==> config.mk <==
export PLATFORM = sky130hd
export DESIGN_NAME = maxnet_winner_detect
export DESIGN_NICKNAME = d
export VERILOG_FILES = /design/src/rtl/maxnet_pkg.sv /design/src/rtl/maxnet_pos_scan.sv /design/src/rtl/maxnet_winner_detect.sv
export SDC_FILE = /design/constraint.sdc
export NUM_CORES = 1
export LEC_CHECK = 0
export ABC_AREA = 1
export CELL_PAD_IN_SITES_DETAIL_PLACEMENT = 0
export CELL_PAD_IN_SITES_GLOBAL_PLACEMENT = 1
export CORE_MARGIN = 4
export CORE_UTILIZATION = 22
export DETAILED_ROUTE_END_ITERATION = 10
export PLACE_DENSITY_LB_ADDON = 0.1
export SETUP_SLACK_MARGIN = 0.4
export SYNTH_ARGS = -nofsm -noshare
export SYNTH_HDL_FRONTEND = slang
export SYNTH_HIERARCHICAL = 1
export SYNTH_SLANG_ARGS = --single-unit
==> constraint.sdc <==
create_clock -name clk -period 1.9 [get_ports clk]
set_clock_uncertainty 0.15 [all_clocks]
set_input_delay 0.38 -clock clk [delete_from_list [all_inputs] [get_ports clk]]
set_output_delay 0.38 -clock clk [all_outputs]
set_load 0.02 [all_outputs]
==> src/rtl/maxnet_pkg.sv <==
// Shared types for the MaxNet winner detector: FSM states and result codes.
package maxnet_pkg;

  localparam int CODE_W = 2;

  typedef enum logic [1:0] {
    ST_IDLE = 2'd0,
    ST_RUN  = 2'd1,
    ST_HOLD = 2'd2
  } state_t;

  typedef enum logic [CODE_W-1:0] {
    CODE_WIN     = 2'd0,
    CODE_NONE    = 2'd1,
    CODE_TIMEOUT = 2'd2
  } code_t;

endpackage

==> src/rtl/maxnet_pos_scan.sv <==
// Combinational scan of one activation beat: which channels are alive, how many
// (saturating at 2), and the lowest-index survivor together with its tag.
module maxnet_pos_scan
  import maxnet_pkg::*;
#(
  parameter int N     = 4,
  parameter int W     = 32,
  parameter int IDX_W = $clog2(N)
) (
  input  logic [N*W-1:0] in_x,
  input  logic [N*W-1:0] in_tag,
  output logic [N-1:0]   pos,
  output logic [1:0]     pos_cnt,
  output logic [IDX_W-1:0] low_idx,
  output logic [W-1:0]   low_tag
);

  // A channel is alive only when strictly positive: sign clear and not all zero.
  always_comb begin
    pos = '0;
    for (int i = 0; i < N; i++) begin
      pos[i] = ~in_x[i*W + W - 1] & (|in_x[i*W +: W]);
    end
  end

  always_comb begin
    pos_cnt = 2'd0;
    for (int i = 0; i < N; i++) begin
      if (pos[i] && pos_cnt != 2'd2) begin
        pos_cnt = pos_cnt + 2'd1;
      end
    end
  end

  // Walk from the top down so the last hit left standing is the lowest index.
  always_comb begin
    low_idx = '0;
    low_tag = '0;
    for (int i = N - 1; i >= 0; i--) begin
      if (pos[i]) begin
        low_idx = IDX_W'(i);
        low_tag = in_tag[i*W +: W];
      end
    end
  end

endmodule

==> src/rtl/maxnet_winner_detect.sv <==
// MaxNet convergence detector: counts accepted iterations, decides WIN / NONE /
// TIMEOUT and holds the result behind a valid/ready handshake.
module maxnet_winner_detect
  import maxnet_pkg::*;
#(
  parameter int N        = 4,
  parameter int W        = 32,
  parameter int IDX_W    = $clog2(N),
  parameter int ITER_W   = 8,
  parameter int MAX_ITER = 100
) (
  input  logic                 clk,
  input  logic                 rst,
  input  logic                 start,
  input  logic                 in_valid,
  output logic                 in_ready,
  input  logic [N*W-1:0]       in_x,
  input  logic [N*W-1:0]       in_tag,
  output logic                 out_valid,
  input  logic                 out_ready,
  output logic [CODE_W-1:0]    out_code,
  output logic [IDX_W-1:0]     out_idx,
  output logic [W-1:0]         out_tag,
  output logic [ITER_W-1:0]    out_iters,
  output logic                 busy
);

  state_t             state;
  logic [ITER_W-1:0]  iter;
  logic [ITER_W-1:0]  iter_next;
  logic [N-1:0]       pos;
  logic [1:0]         pos_cnt;
  logic [IDX_W-1:0]   low_idx;
  logic [W-1:0]       low_tag;

  maxnet_pos_scan #(.N(N), .W(W), .IDX_W(IDX_W)) u_scan (
    .in_x    (in_x),
    .in_tag  (in_tag),
    .pos     (pos),
    .pos_cnt (pos_cnt),
    .low_idx (low_idx),
    .low_tag (low_tag)
  );

  assign iter_next = iter + ITER_W'(1);
  assign in_ready  = (state == ST_RUN);
  assign out_valid = (state == ST_HOLD);
  assign busy      = (state != ST_IDLE);

  // Result registers only move on the deciding beat, so HOLD presents a frozen result.
  always_ff @(posedge clk or posedge rst) begin
    if (rst) begin
      state     <= ST_IDLE;
      iter      <= '0;
      out_code  <= '0;
      out_idx   <= '0;
      out_tag   <= '0;
      out_iters <= '0;
    end else begin
      case (state)
        ST_IDLE: begin
          if (start) begin
            state <= ST_RUN;
            iter  <= '0;
          end
        end
        ST_RUN: begin
          if (start) begin
            iter <= '0;
          end else if (in_valid) begin
            iter <= iter_next;
            if (pos_cnt == 2'd1) begin
              state     <= ST_HOLD;
              out_code  <= CODE_WIN;
              out_idx   <= low_idx;
              out_tag   <= low_tag;
              out_iters <= iter_next;
            end else if (!(|pos)) begin
              state     <= ST_HOLD;
              out_code  <= CODE_NONE;
              out_idx   <= '0;
              out_tag   <= '0;
              out_iters <= iter_next;
            end else if (iter_next == ITER_W'(MAX_ITER)) begin
              state     <= ST_HOLD;
              out_code  <= CODE_TIMEOUT;
              out_idx   <= low_idx;
              out_tag   <= low_tag;
              out_iters <= iter_next;
            end
          end
        end
        ST_HOLD: begin
          if (out_ready) begin
            state <= ST_IDLE;
          end
        end
        default: state <= ST_IDLE;
      endcase
    end
  end

endmodule

# [After elaboration in Yosys (flattened, before gate mapping)]
# Index checks and enable logic that the tools add are counted.
[classes] add_sub_neg=4 n_eq_ne=14 muxes=35 n_bitwise=9 n_reduce_logical=14
[ops] operator="$mux W32" n=7
[ops] operator="$reduce_or A32 Y1" n=4
[ops] operator="$mux W8" n=6
[ops] operator="$mux W2" n=19
[ops] operator="$pmux W8 S2" n=1
[ops] operator="$ne A2 B2 Y1 const B" n=5
[ops] operator="$add A8 B1 Y8 const B" n=1
[ops] operator="$eq A8 B7 Y1 const B" n=1
[ops] operator="$pmux W2 S3" n=1
[ops] operator="$not A1 Y1" n=5
[ops] operator="$reduce_and A5 Y1" n=1
[ops] operator="$add A2 B1 Y2 const B" n=2
[ops] operator="$and A1 B1 Y1" n=4
[ops] operator="$eq A2 B1 Y1 const B" n=2
[ops] operator="$ne A4 B3 Y1 const B" n=1
[ops] operator="$reduce_and A4 Y1" n=1
[ops] operator="$reduce_bool A2 Y1" n=2
[ops] operator="$reduce_or A4 Y1" n=1
[ops] operator="$logic_and A1 B1 Y1" n=3
[ops] operator="$ne A3 B2 Y1 const B" n=1
[ops] operator="$ne A3 B3 Y1 const B" n=1
[ops] operator="$reduce_and A3 Y1" n=1
[ops] operator="$add A1 B1 Y2 const B" n=1
[ops] operator="$eq A2 B2 Y1 const B" n=1
[ops] operator="other kinds (4)" n=4
[word_totals] regBits=54 input_bits=261 output_inout_bits=47 elab_cells=82

# [Depth between registers and ports, before layout]
# Gate-level depths: netlist of the first run.
[logic_depth] word_depth=17 depth_mapped=24 mapped_depth_nobuf=22

# [Hierarchy]
# The synthesis of the first run kept the hierarchy.
[modules_own_cells] module="maxnet_winner_detect" n_inst=1 cells_per_inst=320 area_each_um2=2678.8 seq_area_each_um2=1351.3
[modules_own_cells] module="maxnet_pos_scan" n_inst=1 cells_per_inst=543 area_each_um2=2451.1 seq_area_each_um2=0.0

# [Least setup slack after synthesis of the first run]
# OpenSTA, ideal clock, no wires.
[synth_timing] path_kind="input port to flip-flop" from="input in_x[3]" to="register state[1]" setup_ns=0.121 arrival_time_ns=3.313 required_time_ns=1.629 setup_slack_ns=-1.685 stages=21 n_path_buf=2 path_cell_list="nor2_1 nand4_1 or2_1 o21bai_4 inv_2 buf_6 ha_1 nor2_1 nand2_1 and2_1 ha_1 nor3_1 inv_1 or2_2 nand2_1 nor2_1 nor2_1 nand2_4 nand2_4 buf_6 o21ai_1"
[synth_via] elab_chain_cells=17 elab_cells_between_ends=24 classes_between="3 x add/sub; 5 x eq/ne; 9 x mux; 1 x bitwise; 6 x reduce/logical"
[synth_rtl] element="start: declaration" line="maxnet_winner_detect.sv:17" source="input logic [N*W-1:0] in_x,"
[synth_rtl] element="$reduce_or A32 Y1 *" line="maxnet_pos_scan.sv:22" source="pos[i] = ~in_x[i*W + W - 1] & (|in_x[i*W +: W]);"
[synth_rtl] element="$and A1 B1 Y1 *" line="maxnet_pos_scan.sv:22"
[synth_rtl] element="named net pos[0]" line="maxnet_winner_detect.sv:31" source="logic [N-1:0] pos;"
[synth_rtl] element="$mux W1 *" line="maxnet_pos_scan.sv:29" source="if (pos[i] && pos_cnt != 2'd2) begin"
[synth_rtl] element="$ne A1 B2 Y1" line="maxnet_pos_scan.sv:29"
[synth_rtl] element="$logic_and A1 B1 Y1" line="maxnet_pos_scan.sv:29"
[synth_rtl] element="$mux W2 *" line="maxnet_pos_scan.sv:29"
[synth_rtl] element="branches (longest 2 deep; another with $add A2 B1 Y2)"
[synth_rtl] element="$mux W2 *" line="maxnet_pos_scan.sv:29"
[synth_rtl] element="branches (longest 2 deep; another with $add A2 B1 Y2)"
[synth_rtl] element="$mux W2 *" line="maxnet_pos_scan.sv:29"
[synth_rtl] element="named net pos_cnt[1]" line="maxnet_winner_detect.sv:32" source="logic [1:0] pos_cnt;"
[synth_rtl] element="$eq A2 B1 Y1 *" line="maxnet_winner_detect.sv:72" source="if (pos_cnt == 2'd1) begin"
[synth_rtl] element="$mux W2" line="maxnet_winner_detect.sv:72"
[synth_rtl] element="$mux W2" line="maxnet_winner_detect.sv:70" source="end else if (in_valid) begin"
[synth_rtl] element="$mux W2" line="maxnet_winner_detect.sv:68" source="if (start) begin"
[synth_rtl] element="$pmux W2 S3" line="maxnet_winner_detect.sv:60" source="case (state)"
[synth_rtl] element="end signal: assignment" line="maxnet_winner_detect.sv:63" source="state <= ST_RUN;"
[synth_rtl] element="end signal: assignment" line="maxnet_winner_detect.sv:73" source="state <= ST_HOLD;"
[synth_rtl] element="end signal: assignment" line="maxnet_winner_detect.sv:79" source="state <= ST_HOLD;"
[synth_rtl] element="end: declaration" line="maxnet_winner_detect.sv:28" source="state_t state;"
# Mark *: on every way through the listed nets, which the timed path passes. The select of a mux whose other input is x is not followed.
# A chain may end at the register's enable or synchronous reset.

# [Final worst setup path of the first run]
[layout_timing] from="input in_x[13]" to="register out_code[0]"
[layout_via] elab_chain_cells=15 elab_cells_between_ends=21 classes_between="3 x add/sub; 5 x eq/ne; 6 x mux; 1 x bitwise; 6 x reduce/logical"
[layout_rtl] element="$reduce_or A32 Y1 *" line="maxnet_pos_scan.sv:22"
[layout_rtl] element="$and A1 B1 Y1 *" line="maxnet_pos_scan.sv:22"
[layout_rtl] element="$mux W1 *" line="maxnet_pos_scan.sv:29"
[layout_rtl] element="$ne A1 B2 Y1" line="maxnet_pos_scan.sv:29"
[layout_rtl] element="$logic_and A1 B1 Y1" line="maxnet_pos_scan.sv:29"
[layout_rtl] element="$mux W2 *" line="maxnet_pos_scan.sv:29"
[layout_rtl] element="branches (longest 2 deep; another with $add A2 B1 Y2)"
[layout_rtl] element="$mux W2 *" line="maxnet_pos_scan.sv:29"
[layout_rtl] element="branches (longest 2 deep; another with $add A2 B1 Y2)"
[layout_rtl] element="$mux W2 *" line="maxnet_pos_scan.sv:29"
[layout_rtl] element="named net pos_cnt[0]" line="maxnet_winner_detect.sv:32"
[layout_rtl] element="$eq A2 B1 Y1 *" line="maxnet_winner_detect.sv:72"
[layout_rtl] element="$ne A3 B2 Y1 (no source line)"
[layout_rtl] element="$reduce_and A4 Y1 (no source line)"
[layout_rtl] element="end signal: assignment" line="maxnet_winner_detect.sv:74" source="out_code <= CODE_WIN;"
[layout_rtl] element="end signal: assignment" line="maxnet_winner_detect.sv:80" source="out_code <= CODE_NONE;"
[layout_rtl] element="end signal: assignment" line="maxnet_winner_detect.sv:86" source="out_code <= CODE_TIMEOUT;"
[layout_rtl] element="end: declaration" line="maxnet_winner_detect.sv:21" source="output logic [CODE_W-1:0] out_code,"
# Mark *: on every way through the listed nets, which the timed path passes.

==> results of run 1 <==
==> area by class of cell <==
type | instances | area, um2 | area share (%)
Inverter | 107 | 428 | 4.31
Sequential cell | 54 | 1350 | 13.6
Multi-Input combinational cell | 655 | 3560 | 35.9
Tap cell | 313 | 392 | 3.95
Timing Repair Buffer | 411 | 4050 | 40.8
Clock buffer | 5 | 125 | 1.26
Clock inverter | 3 | 22.5 | 0.227
==> tightest hold or removal path, stage by stage, from the launching register on <==
cell and delay (ns):
dfrtp_1 0.34, nand2_1 0.06, nand2_1 0.05
==> synthesized netlist by cell type, drive strengths merged, types with 3 or more instances <==
library cell | instances | area share, %
nand2 | 341 | 25
nand3 | 116 | 11
nor2 | 88 | 6.6
inv | 79 | 5.8
dfrtp | 54 | 26
buf | 36 | 5.5
a21boi | 34 | 5.0
nand3b | 32 | 4.7
clkinv | 28 | 2.0
o21ai | 13 | 1.3
clkbuf | 11 | 0.80
ha | 6 | 1.5
nand4 | 6 | 0.85
a21oi | 3 | 0.37
and2 | 3 | 0.37
o21bai | 3 | 0.66
xor2 | 3 | 0.51
==> logic make-up after synthesis <==
logic type      count (synthesis)  share of synthesized area, %
flops                          54                          26.3
simple gates                  591                          50.0
compound gates                 55                          7.56
buf+inv                       154                          14.1
xor+xnor                        3                         0.512
fa+ha+maj                       6                          1.46
==> what timing repair did <==
action                                  4_1_cts  5_1_grt
pin swaps                                    53       77
endpoints found under the hold margin         0        0
setup buffers                                22       14
hold buffers                                  0        0
cloned                                        7        6
endpoints found under the setup margin      101       83
resized for setup                           351      159
==> how the worst max path moves through the flow <==
stage                        start  slack (ns)                       end  cells after the start
after floorplan           in_x[13]       -1.37      state[1]$_DFFE_PP0P_                     21
after global routing      in_x[13]       -1.41  out_iters[5]$_DFFE_PP0P_                     23
final                     in_x[13]       -1.25   out_code[0]$_DFFE_PP0P_                     23
after global placement    in_x[13]       -1.79   out_tag[19]$_DFFE_PP0P_                     19
after detailed placement  in_x[13]       -1.88    out_tag[2]$_DFFE_PP0P_                     21
after CTS                 in_x[20]       -1.18    out_tag[1]$_DFFE_PP0P_                     24
==> power by group through the flow <==
stage / logic [uW] / registers (uW) / clock network [uW]
2_1_floorplan: 962 / 2240 / 0
3_3_place_gp: 3130 / 1880 / 0
3_5_place_dp: 3160 / 1860 / 0
4_1_cts: 3280 / 1850 / 968
5_1_grt: 3780 / 1900 / 1010
6_report: 3470 / 1850 / 937
==> per-stage QoR <==
| stage | setup slack, ns | TNS, ns | util (%) |
|---|---|---|---|
| after floorplan | -1.37 | -61.66 | - |
| after global placement | -1.79 | -81.41 | 39.1 |
| after detailed placement | -1.88 | -85.25 | 39.1 |
| after CTS | -1.18 | -53.33 | 41.7 |
| after global routing | -1.41 | -63.04 | 43.6 |
| final | -1.25 | -55.82 | 43.6 |
==> state kept, by name, indices dropped and copies added, names as in the netlist <==
| name | flops |
|---|---|
| state | 2 |
| out_iters | 8 |
| out_code | 2 |
| iter | 8 |
| out_tag | 32 |
| out_idx | 2 |
==> routing by layer <==
layer  GRT usage [%]  part of all wire [%]  up-vias
met5               0                     0        -
met4            2.91                   1.1        0
met3            4.41                   6.6       14
met2            31.2                    51      192
met1            20.7                    41     2908
li1                -                     -     3427
==> out/metrics.csv, run 1 <==
metric;value;unit
rr_worst_depth;13;
dpl.hpwl;18600;um
grt_pass1_wl;35400;um
whs_endpoint;out_tag[24]$_DFFE_PP0P_;
worstSetupEndpointType;register;
row_count;55;
synthFlopType;dfrtp_1;
async_flop_share;100;%
peakVddDrop;498;uV
root_buffer;clkbuf_16;
synthCells;863;
fin_area;9920;um2
grt_usage;17.2;%
n_fill_cell;2401;
hp-class;reg -> reg;
hold_viol;0;
p_sw;2510;uW
cpMostUsedCell;nor2_4;
synth_cell_types;33;
crit_path_max_incr_delay;0.26;ns
stdcell_count;1548;
portBuffers;307;
syn-num-nets;1130;
clk_pin_slew;0.07;ns
clk_latency;0.29;ns
power_density;631;nW/um2
r2r-end;out_code[0]$_DFFE_PP0P_;
syn_area;5130;um2
area_growth;93.4;%
dp_cells;1491;
fmax;317;MHz
globalplace.congestion;0.766;
cts.path.max_buffers;2;
status;complete, but fails checks;
layout_commonest_cell;nand2_1;
fin_crit;3.15;ns
crit_buf_inv;6;
htree_levels;2;
num_io_pins;308;
crit_slowest_cell;or2_1;
coreArea;22800;um2
syn_avg_cell_area;5.94;um2
switching_share;40.1;%
required;1.93;ns
min_from;out_tag[24]$_DFFE_PP0P_;
max-cap-violations;0;
crit_path_start_kind;primary input;
numCtsBuffers;5;
diodes;0;
initialDrtViolationCount;268;
drc;0;
whs;0.325;ns
vias;6541;
combPwrFrac;55.4;%
crit_family;simple AND/OR/NAND/NOR gates;
violations;negative setup slack;
power.total;6260;uW
firstDrtPassIters;4;
routedWlPerCell;15.4;um
finalMaxSlewViolations;0;
grt_start_max_net_pins;55;
seqPwrFrac;29.6;%
final_cell_mix;nand2_1, clkdlybuf4s50_1, nand3_1;
placed_cell_area;8900;um2
final.setup.worst_slack;-1.25;ns
yosysSeqAreaShare;26.3;%
overflow;0;
drive_gt1_share;24.6;%
grt_pass1_vias;6474;
fp.dieH;161;um
via_per_inst;4.23;
nets;1501;
antenna_found_initial;0;
crit_fanout;6;
cts_tree;built;
synth_seq_cells;54;
die-area;25800;um2
worstSetupPathType;in -> reg;
ant_nets;0;
rr_startpoint;iter[0]$_DFFE_PP0P_;
p_int;3750;uW
pwr-share-clk;15.0;%
fin_crit_sh;166;%
rsz0062_at_grt;yes;
tightestPinTransition;0.400;ns
rrSetupSlack;-0.28;ns
min_path_cells;2;
relSlewSlack;73.3;%
start_util;22.5;%
yosys_warnings;6;
clock-sinks;54;
leakage;0.00493;uW
synth_edf_count;0;
worstPathCellList;buf_6, nor2_4, nand4_1, or2_1, o21bai_4, buf_4, ha_4, nand4_1, nand2_2, ha_4, nor3_4, buf_4, nand3_2, nand2_1, inv_2, nor2_4, nor2_4, nand2_4, nand2_8, buf_12, clkbuf_16, nand2_2, nand2_1;
drt-total-wl;23900;um
die_w;161;um
setup_violations;46;
crit_arrival;3.19;ns
Note: power is estimated with default switching activity, not from simulation.
==> inputs of run 2 (changes only) <==
--- a/config.mk
+++ b/config.mk
@@ -5,11 +5,11 @@
 export SDC_FILE = /design/constraint.sdc
 export NUM_CORES = 1
 export LEC_CHECK = 0
-export ABC_AREA = 1
+export ABC_AREA = 0
 export CELL_PAD_IN_SITES_DETAIL_PLACEMENT = 0
 export CELL_PAD_IN_SITES_GLOBAL_PLACEMENT = 1
 export CORE_MARGIN = 4
-export CORE_UTILIZATION = 22
+export CORE_UTILIZATION = 23
 export DETAILED_ROUTE_END_ITERATION = 10
 export PLACE_DENSITY_LB_ADDON = 0.1
 export SETUP_SLACK_MARGIN = 0.4
==> out/metrics.csv, run 2 <==
metric;value;unit
row_count;51;
worstSetupPathType;in -> reg;
worstSetupEndpointType;register;
ant_nets;0;
synth_cell_types;61;
worstPathCellList;dlygate4sd2_1, nor4_2, nand4_1, o21bai_4, inv_4, ha_4, nor2_4, o21ai_4, mux2i_2, inv_1, ha_2, nor2_4, mux2i_1, nand2b_4, and2_4, buf_4, nor2_4, buf_6, nor2_2, a21oi_2;
n_fill_cell;1974;
start_util;23.6;%
drc;0;
syn-num-nets;764;
crit_buf_inv;5;
multi_input_area;3330;um2
overflow;0;
syn_area;4610;um2
setup_violations;46;
finalMaxSlewViolations;0;
portBuffers;307;
grt_usage;18.7;%
via_per_inst;4.95;
yosysSeqAreaShare;29.3;%
power_density;676;nW/um2
synthCells;497;
relSlewSlack;44.1;%
final.setup.worst_slack;-1.26;ns
drt-total-wl;21800;um
top_register;out_tag;
die-area;22400;um2
crit_path_start_kind;primary input;
synth_top_area_share;29.3;%
cp.depth;20;
crit_path_max_incr_delay;0.24;ns
cpMostUsedCell;nor2_4;
largest_reg_flops;32;
synthFlopType;dfrtp_1;
synth_seq_cells;54;
synth.most_common_cell;dfrtp_1;
initialDrtViolationCount;231;
fmax;316;MHz
finalSetupTns;-55.74;ns
crit_family;simple AND/OR/NAND/NOR gates;
rr_worst_depth;7;
clk_latency;0.30;ns
routedWlPerCell;19.4;um
synth_area_leaders;dfrtp_1, o311ai_2, a32o_1;
die_w;150;um
register_area;1360;um2
leakage;0.00364;uW
max-cap-violations;0;
r2r-end;out_tag[12]$_DFFE_PP0P_;
status;complete, but fails checks;
area_growth;92.3;%
rr_startpoint;iter[1]$_DFFE_PP0P_;
layout_commonest_cell;clkdlybuf4s50_1;
tightestPinTransition;0.838;ns
crit_arrival;3.20;ns
htree_levels;2;
clock-sinks;54;
cts_tree;built;
drive_gt1_share;35.5;%
grt_pass1_vias;5999;
synthTopCellsByCount;dfrtp_1, o21ai_0, inv_1, a32o_1, nor2b_1;
final_cell_mix;clkdlybuf4s50_1, buf_2, buf_4;
yosysTopAreaCell;dfrtp_1;
hp-class;in -> async;
peakVddDrop;372;uV
fin_crit;3.16;ns
coreArea;19600;um2
crit_slowest_cell;dlygate4sd2_1;
async_flop_share;100;%
nets;1126;
firstDrtPassIters;4;
required;1.94;ns
whs;0.317;ns
reg_top3;out_tag x32, iter x8, out_iters x8;
hold_viol;0;
vias;5572;
globalplace.congestion;0.824;
numCtsBuffers;5;
antenna_found_initial;1;
grt_pass1_wl;32900;um
clk_pin_slew;0.08;ns
root_buffer;clkbuf_16;
synth_edf_count;0;
yosys_warnings;6;
dpl.hpwl;17000;um
fp.dieH;150;um
rrSetupSlack;-0.43;ns
rsz0062_at_grt;yes;
violations;negative setup slack;
fin_crit_sh;166;%
syn_avg_cell_area;9.28;um2
crit_fanout;6;
grt_start_max_net_pins;67;
num_io_pins;308;
cts.path.max_buffers;2;
[run 2: worst max-delay path by stage]
stage,startpoint,slack [ns],to
after floorplan,in_x[37],-1.53,out_iters[1]$_DFFE_PP0P_
final,in_x[56],-1.26,out_iters[5]$_DFFE_PP0P_
after CTS,in_x[1],-1.22,out_iters[0]$_DFFE_PP0P_
after global placement,in_x[2],-1.88,out_iters[5]$_DFFE_PP0P_
after global routing,in_x[7],-1.38,out_iters[5]$_DFFE_PP0P_
after detailed placement,in_x[0],-1.98,out_iters[1]$_DFFE_PP0P_
[run 2: worst register-to-register path: stages (launching register included)]
cell	delay, ns
dfrtp_1	0.41
ha_4	0.18
nand2_2	0.07
or3_4	0.36
a211o_4	0.38
o32ai_4	0.36
buf_12	0.21
a32o_1	0.14
[run 2: routing by layer]
metal	share of wire, %	up-vias	GRT usage, %
met4	2.7	0	6.00
met5	0	-	0
li1	-	2651	-
met1	39	2696	21.5
met3	7.9	35	5.75
met2	51	190	33.2
[run 2: area by class of cell]
| type | instances | share of cell area (%) |
|---|---|---|
| clock buffer | 7 | 1.49 |
| sequential | 54 | 15.3 |
| timing repair buffer | 400 | 40.1 |
| clock inverter | 1 | 0.0846 |
| multi-input combinational | 358 | 37.5 |
| inverter | 40 | 1.76 |
| antenna | 1 | 0.0282 |
| tap | 265 | 3.74 |
[run 2: what timing repair did]
action / in CTS / in global routing
setup endpoints to repair: 101 / 82
setup buffers: 19 / 7
pin swaps: 53 / 13
gates cloned: 0 / 2
hold buffers: 0 / 0
resized for setup: 450 / 63
[run 2: cell families (layout without fill, tap and decap cells)]
| logic type | after synthesis | after routing | share of synthesized area, % |
|---|---|---|---|
| muxes | 2 | 2 | 0.434 |
| buffers and inverters | 85 | 448 | 9.16 |
| other | 0 | 1 | 0 |
| xor gates and xnor gates | 6 | 6 | 1.14 |
| and+or+nand+nor | 141 | 141 | 18.3 |
| adders and majority gates | 6 | 6 | 1.63 |
| AOI/OAI and AO/OA | 203 | 203 | 40.0 |
| DFF | 54 | 54 | 29.3 |
[run 2: through the flow]
stage          area, um2  std cells  worst slack [ns]  power [uW]  utilization, %
2_1_floorplan       4810        497             -1.53        3360               -
4_1_cts             8840       1116             -1.22        6150            45.1
3_3_place_gp        8430       1089             -1.88        5220            43.0
3_5_place_dp        8430       1089             -1.98        5260            43.0
6_report            8870       1126             -1.26        6000            45.3
5_1_grt             8870       1126             -1.38        6380            45.3
[run 2: report_power, final]
part / switching (uW) / internal (uW)
sequential: 296 / 1590
clock: 427 / 491
combinational: 1590 / 1600
